$ cat src/rtl/mem_arbiter.sv
// mem_arbiter: round-robin arbiter that lets two requesters (0 = core,
// 1 = loader) share one memory port. A grant is held until mem_done, then
// a one-cycle RELEASE gap precedes the next arbitration.
// Optional build macro MEM_ARB_TIMEOUT_EN adds a grant watchdog that
// completes a stuck access with an error after TIMEOUT_CYCLES grant cycles.
module mem_arbiter #(
    parameter int ADDR_W         = 64,
    parameter int DATA_W         = 64,
    parameter int TIMEOUT_CYCLES = 255
) (
    input  logic              clk,
    input  logic              reset,
    input  logic              m0_start,
    input  logic              m0_operation,
    input  logic [1:0]        m0_size,
    input  logic [ADDR_W-1:0] m0_addr,
    input  logic [DATA_W-1:0] m0_wdata,
    output logic              m0_done,
    output logic              m0_err,
    output logic [DATA_W-1:0] m0_rdata,
    input  logic              m1_start,
    input  logic              m1_operation,
    input  logic [1:0]        m1_size,
    input  logic [ADDR_W-1:0] m1_addr,
    input  logic [DATA_W-1:0] m1_wdata,
    output logic              m1_done,
    output logic              m1_err,
    output logic [DATA_W-1:0] m1_rdata,
    output logic              mem_start,
    output logic              mem_operation,
    output logic [1:0]        mem_size,
    output logic [ADDR_W-1:0] mem_addr,
    output logic [DATA_W-1:0] mem_wdata,
    input  logic              mem_done,
    input  logic [DATA_W-1:0] mem_rdata
);

    typedef enum logic [1:0] {IDLE, GRANT0, GRANT1, RELEASE} state_t;

    state_t state_reg, state_next;
    logic   last_grant_reg, last_grant_next;   // requester served most recently
    logic   granted;
    logic   timeout_hit;                       // watchdog expiry, mem_done absent

    assign granted = (state_reg == GRANT0) || (state_reg == GRANT1);

`ifdef MEM_ARB_TIMEOUT_EN
    localparam logic [8:0] TIMEOUT_LIMIT = 9'(TIMEOUT_CYCLES);

    logic [7:0] wdog_reg, wdog_next;

    // Count grant cycles without completion; held at zero outside a grant so it starts clean on entry
    always_comb begin
        wdog_next = 8'd0;
        if (granted && !mem_done) begin
            wdog_next = wdog_reg + 8'd1;
        end
    end

    // Watchdog counter register
    always_ff @(posedge clk) begin
        if (reset) begin
            wdog_reg <= 8'd0;
        end else begin
            wdog_reg <= wdog_next;
        end
    end

    // Counter value k-1 in the k-th grant cycle, so expiry lands on cycle TIMEOUT_CYCLES;
    // a coincident mem_done takes precedence
    assign timeout_hit = granted && !mem_done &&
                         (({1'b0, wdog_reg} + 9'd1) >= TIMEOUT_LIMIT);
`else
    assign timeout_hit = 1'b0;
`endif

    // State and round-robin pointer registers
    always_ff @(posedge clk) begin
        if (reset) begin
            state_reg      <= IDLE;
            last_grant_reg <= 1'b1;   // requester 0 wins the first contention
        end else begin
            state_reg      <= state_next;
            last_grant_reg <= last_grant_next;
        end
    end

    // Next-state logic: arbitrate in IDLE, hold grant until completion, one RELEASE gap
    always_comb begin
        state_next      = state_reg;
        last_grant_next = last_grant_reg;
        case (state_reg)
            IDLE: begin
                if (m0_start && (!m1_start || last_grant_reg)) begin
                    state_next      = GRANT0;
                    last_grant_next = 1'b0;
                end else if (m1_start) begin
                    state_next      = GRANT1;
                    last_grant_next = 1'b1;
                end
            end
            GRANT0, GRANT1: begin
                if (mem_done || timeout_hit) begin
                    state_next = RELEASE;
                end
            end
            RELEASE: state_next = IDLE;
            default: state_next = IDLE;
        endcase
    end

    // Output steering; everything is forced low while reset is asserted
    always_comb begin
        mem_start     = 1'b0;
        mem_operation = 1'b0;
        mem_size      = 2'b00;
        mem_addr      = '0;
        mem_wdata     = '0;
        m0_done       = 1'b0;
        m0_err        = 1'b0;
        m0_rdata      = '0;
        m1_done       = 1'b0;
        m1_err        = 1'b0;
        m1_rdata      = '0;
        if (!reset) begin
            case (state_reg)
                GRANT0: begin
                    mem_start     = !timeout_hit;
                    mem_operation = m0_operation;
                    mem_size      = m0_size;
                    mem_addr      = m0_addr;
                    mem_wdata     = m0_wdata;
                    m0_done       = mem_done || timeout_hit;
                    m0_err        = timeout_hit;
                    m0_rdata      = mem_done ? mem_rdata : '0;
                end
                GRANT1: begin
                    mem_start     = !timeout_hit;
                    mem_operation = m1_operation;
                    mem_size      = m1_size;
                    mem_addr      = m1_addr;
                    mem_wdata     = m1_wdata;
                    m1_done       = mem_done || timeout_hit;
                    m1_err        = timeout_hit;
                    m1_rdata      = mem_done ? mem_rdata : '0;
                end
                default: ;
            endcase
        end
    end

endmodule

$ cat config.mk
export PLATFORM = sky130hd
export DESIGN_NAME = mem_arbiter
export DESIGN_NICKNAME = d
export VERILOG_FILES = /design/src/rtl/mem_arbiter.sv
export SDC_FILE = /design/constraint.sdc
export NUM_CORES = 1
export LEC_CHECK = 0
export BUFFER_PORTS_ARGS = -buffer_cell sky130_fd_sc_hd__buf_2
export CAP_MARGIN = 40
export CORE_AREA = 4 4 227 229
export CTS_CLUSTER_SIZE = 12
export DETAILED_ROUTE_END_ITERATION = 10
export DIE_AREA = 0 0 231 233
export PLACE_DENSITY = 0.31
export SYNTH_ARGS = -nofsm -noshare
export SYNTH_HDL_FRONTEND = slang
export SYNTH_SLANG_ARGS = --single-unit
$ cat constraint.sdc
create_clock -name clk -period 3.75 [get_ports clk]
set_input_delay 0.5625 -clock clk [delete_from_list [all_inputs] [get_ports clk]]
set_output_delay 0.5625 -clock clk [all_outputs]
set_load 0.05 [all_outputs]
# Word-level counts from Yosys, hierarchy flattened
# Cells that the tools add are included.
[op_classes] order_cmp=0 bitwise_logic=0 shift=0 mul=0 n_addsub=0 eq_ne=5 n_mux=25 reduce_logical=8 div_mod_pow=0
[ops] cell="$mux 64" count=7
[ops] cell="$pmux 64 s2" count=2
[ops] cell="$mux 1" count=9
[ops] cell="$mux 2" count=4
[ops] cell="$pmux 2 s3" count=1
[ops] cell="$eq 2x2->1 const B" count=2
[ops] cell="$pmux 2 s2" count=1
[ops] cell="$reduce_and 2->1" count=2
[ops] cell="$ne 3x3->1 const B" count=1
[ops] cell="$eq 2x1->1 const B" count=1
[ops] cell="$logic_not 2->1" count=1
[ops] cell="$ne 2x1->1 const B" count=1
[ops] cell="$pmux 1 s2" count=1
[ops] cell="$reduce_bool 2->1" count=1
[ops] cell="$reduce_or 2->1" count=1
[ops] cell="$logic_and 1x1->1" count=1
[ops] cell="$logic_not 1->1" count=1
[ops] cell="$logic_or 1x1->1" count=1
[totals] elab_cells=40 output_inout_bits=264 mem_count=0 latchBits=0 inputBits=331 mem_bits_rw=0 register_bits=3 romBits=0

# Longest topological paths before layout
[logic_depth] word_depth=5 ltp_mapped=7 ltp_nobuf=5

# Worst setup path after synthesis
# Ideal clock, no wire load.
[synth_path] path_kind="reg2out" from="register state_reg[0]" to="output mem_addr[0]" t_required_ns=3.188 path_slack_ns=1.325 stages_incl_launch_ff=8 arrival_ns=1.862 n_path_buf=3 cell_sequence="dfxtp_1 -> inv_1 -> ha_1 -> nand2b_1 -> buf_2 -> buf_6 -> buf_6 -> nor2_1"
[synth_between] elab_chain_cells=3 elab_cells_between_ends=4 cone_classes="eq/ne (2); mux (2)"
[synth_lines] item="start, declared" line="40" text="state_t state_reg, state_next;"
[synth_lines] item="start signal, assigned" line="83" text="state_reg <= state_next;"
[synth_lines] item="$eq 2x2->1 / $eq 2x1->1 (equally long branches)" line="126" text="case (state_reg)"
[synth_lines] item="$pmux 64 s2 *" line="126"
[synth_lines] item="$mux 64 *" line="125" text="if (!reset) begin"
[synth_lines] item="end, declared" line="32" text="output logic [ADDR_W-1:0] mem_addr,"
# Mark *: on every way between the ends. The rest lies on a longest branch, timed or not.

# Worst setup path in the final report
[layout_path] from="register state_reg[0]" to="output mem_wdata[38]"
[layout_between] elab_chain_cells=3 elab_cells_between_ends=4 cone_classes="eq/ne (2); mux (2)"
[layout_lines] item="$eq 2x2->1 / $eq 2x1->1 (equally long branches)" line="126"
[layout_lines] item="$pmux 64 s2 *" line="126"
[layout_lines] item="$mux 64 *" line="125"
[layout_lines] item="end, declared" line="33" text="output logic [DATA_W-1:0] mem_wdata,"
# Marks and branches as above.

==> impl_metrics.yaml <==
power:
  p_leak_nw: 3.66
  p_total_mw: 2.75
  vdd_drop_max_mv: 0.168
  power_density_mw_per_mm2: 420
worst_setup_path:
  crit_path_max_fanout: 52
  slowest_stage: "buf_4"
  setup.worst_path.end_class: "output port"
  crit_path_cell_trace: "inv_1, ha_4, buf_4, a22oi_1, nor2_1, buf_2"
  cp_slowest_stage_delay_ns: 0.48
  rrSetupSlack_ns: 2.10
  critPathKind: "flop to output port"
  critPathTopFamily: "buffers and inverters"
  worstSetupStartpointType: "flop"
  critical_path_required_ns: 3.19
  cp_num_buf_inv: 3
  arrival_ns: 2.20
die:
  die_h_um: 233
  core_area_mm2: 0.0497
  die_area_mm2: 0.0538
  ios: 595
  start_util: 0.0597
  rows: 82
  fp.dieW_um: 231
layout:
  final_nets: 1361
  largest_reg_flops: 2
  fin_util: 0.132
  final_layout_size_suffix_gt1_frac: 0.592
  num_antenna_cells: 0
  syn_to_final_growth_pct: 121
detailed_routing:
  drc: 0
  wl_met3_um: 1860
  wl_um: 22800
  wl_per_cell_um: 13.5
  drt-met1-wl_um: 8220
  highest_layer: "met5"
  wl_met2_um: 12400
  vias_per_cell: 3.30
  firstDrtPassIters: 5
  drtAntennaViolNets: 0
  via_count: 5607
  first_iter_violations: 241
grt:
  grt_pass1_vias: 5204
  antenna_found_initial: 3
  grt_usage: 0.0726
  grt_max_degree: 72
  grt_pass1_wl_um: 31000
  grt-ovfl-total: 0
clock_tree:
  clock_latency_ns: 0.23
  htreeDepth: 1
  cts_resized: 0
  clkTransAtPathRegs_ns: 0.03
  clock_path_buffers: 2
  clockRootBuffer: "clkbuf_16"
  cts_sinks: 3
  cts_setup_buffers: 0
  cts_made_buffers: 3
  holdBufCountCts: 0
  cts_tree: "yes"
sta:
  min_period_ns: 2.77
  finalClockSkew_ns: 0.00240
  fin_crit_sh: 0.738
  rsz0062_at_grt: "no"
  hold_violations: 0
  max_freq_ghz: 0.361
  tns_ns: 0
  slew_viol_final: 0
  setup_violations: 0
  max_slew_margin: 0.600
  worstMarginPinSlew_ns: 0.599
synthesis:
  ys_warn_count: 0
  synth_top_flop_cell: "dfxtp_1"
  yosys.area.top_type: "a22oi_1"
  yosysSeqAreaShare: 0.0203
  synth-seq-cells: 3
  syn_inst: 481
  yosys.cell_types.count: 22
  syn_area_mm2: 0.00296
  synth.most_common_cell: "nor2_1"
  async_reset_ff_frac: 0
  synth_top_cells_by_count: "133 x nor2_1, 131 x a22oi_1, 128 x and2_1"
  synth_edf_count: 0
  synth_top_area_frac: 0.332
  synth_area_leaders: "a22oi_1 33%, and2_1 27%, nor2_1 17%"
  syn_avg_cell_area_um2: 6.16
run:
  maxCapViolCount: 0
placement:
  place_hpwl_um: 19500
  io_buffer_count: 592
  place_congestion: 0.775
hold_path:
  hp-class: "flop to flop"
status:
  outcome: "finished clean"
-- tightest hold or removal path: cells and delay by family, from the launching register on --
family | cells | cell delay (ns)
flip-flops | 1 | 0.34
AND/OR/NAND/NOR | 1 | 0.08
multiplexers | 1 | 0.06
-- path summary, 6_finish.rpt --
check               startpoint             to  cells after the start
hold reg to reg   state_reg[1]   state_reg[1]                      2
setup reg to reg  state_reg[0]   state_reg[0]                      5
setup / recovery  state_reg[0]  mem_wdata[38]                      6
hold / removal    state_reg[1]   state_reg[1]                      2
-- power breakdown --
part	switching [mW]	total, mW	internal, mW
sequential	0.0132	0.0568	0.0436
combinational	1.82	2.52	0.704
clock	0.0327	0.173	0.141
-- stage by stage --
stage	setup WS, ns	instance area, um^2	hold WS [ns]	cells
6_report	0.983	6550	0.527	1697
5_1_grt	0.820	6550	0.548	1697
4_1_cts	0.967	6550	0.535	1697
3_5_place_dp	1.22	6470	0.531	1693
3_3_place_gp	1.18	6470	0.533	1693
2_1_floorplan	1.33	2970	0.465	482
-- layout make-up --
type | instances | area (um^2)
clock buffers | 4 | 78.8
well taps | 672 | 841
multi-input cells | 415 | 2500
repair buffers | 600 | 3060
inverters | 3 | 11.3
flip-flops and latches | 3 | 60.1
fillers | 5889 | 43100
-- kinds of logic (layout without fill, tap and decap cells) --
| family | Yosys count | after routing | synth area share |
|---|---|---|---|
| compound gates | 137 | 137 | 0.346 |
| flops | 3 | 3 | 0.0203 |
| buf+inv | 64 | 607 | 0.149 |
| fa+ha+maj | 4 | 4 | 0.0169 |
| simple gates | 271 | 271 | 0.463 |
| mux | 1 | 1 | 0.00338 |
| other cells | 1 | 2 | 0.00127 |
-- layer usage --
layer / up-vias / global-route usage
met5: - / 0
met4: 4 / 0.0143
met3: 19 / 0.0129
met2: 294 / 0.137
met1: 2542 / 0.0857
li1: 2748 / -
-- cell usage in the layout, fill, tap and decap left out, types with 3 or more instances in the layout --
cell type,count
clkbuf_16,3
buf_4,5
buf_12,3
inv_1,3
nor2_1,133
and2_1,128
buf_2,592
dfxtp_1,3
a22oi_1,131
Power figures use the tool's default switching activity.
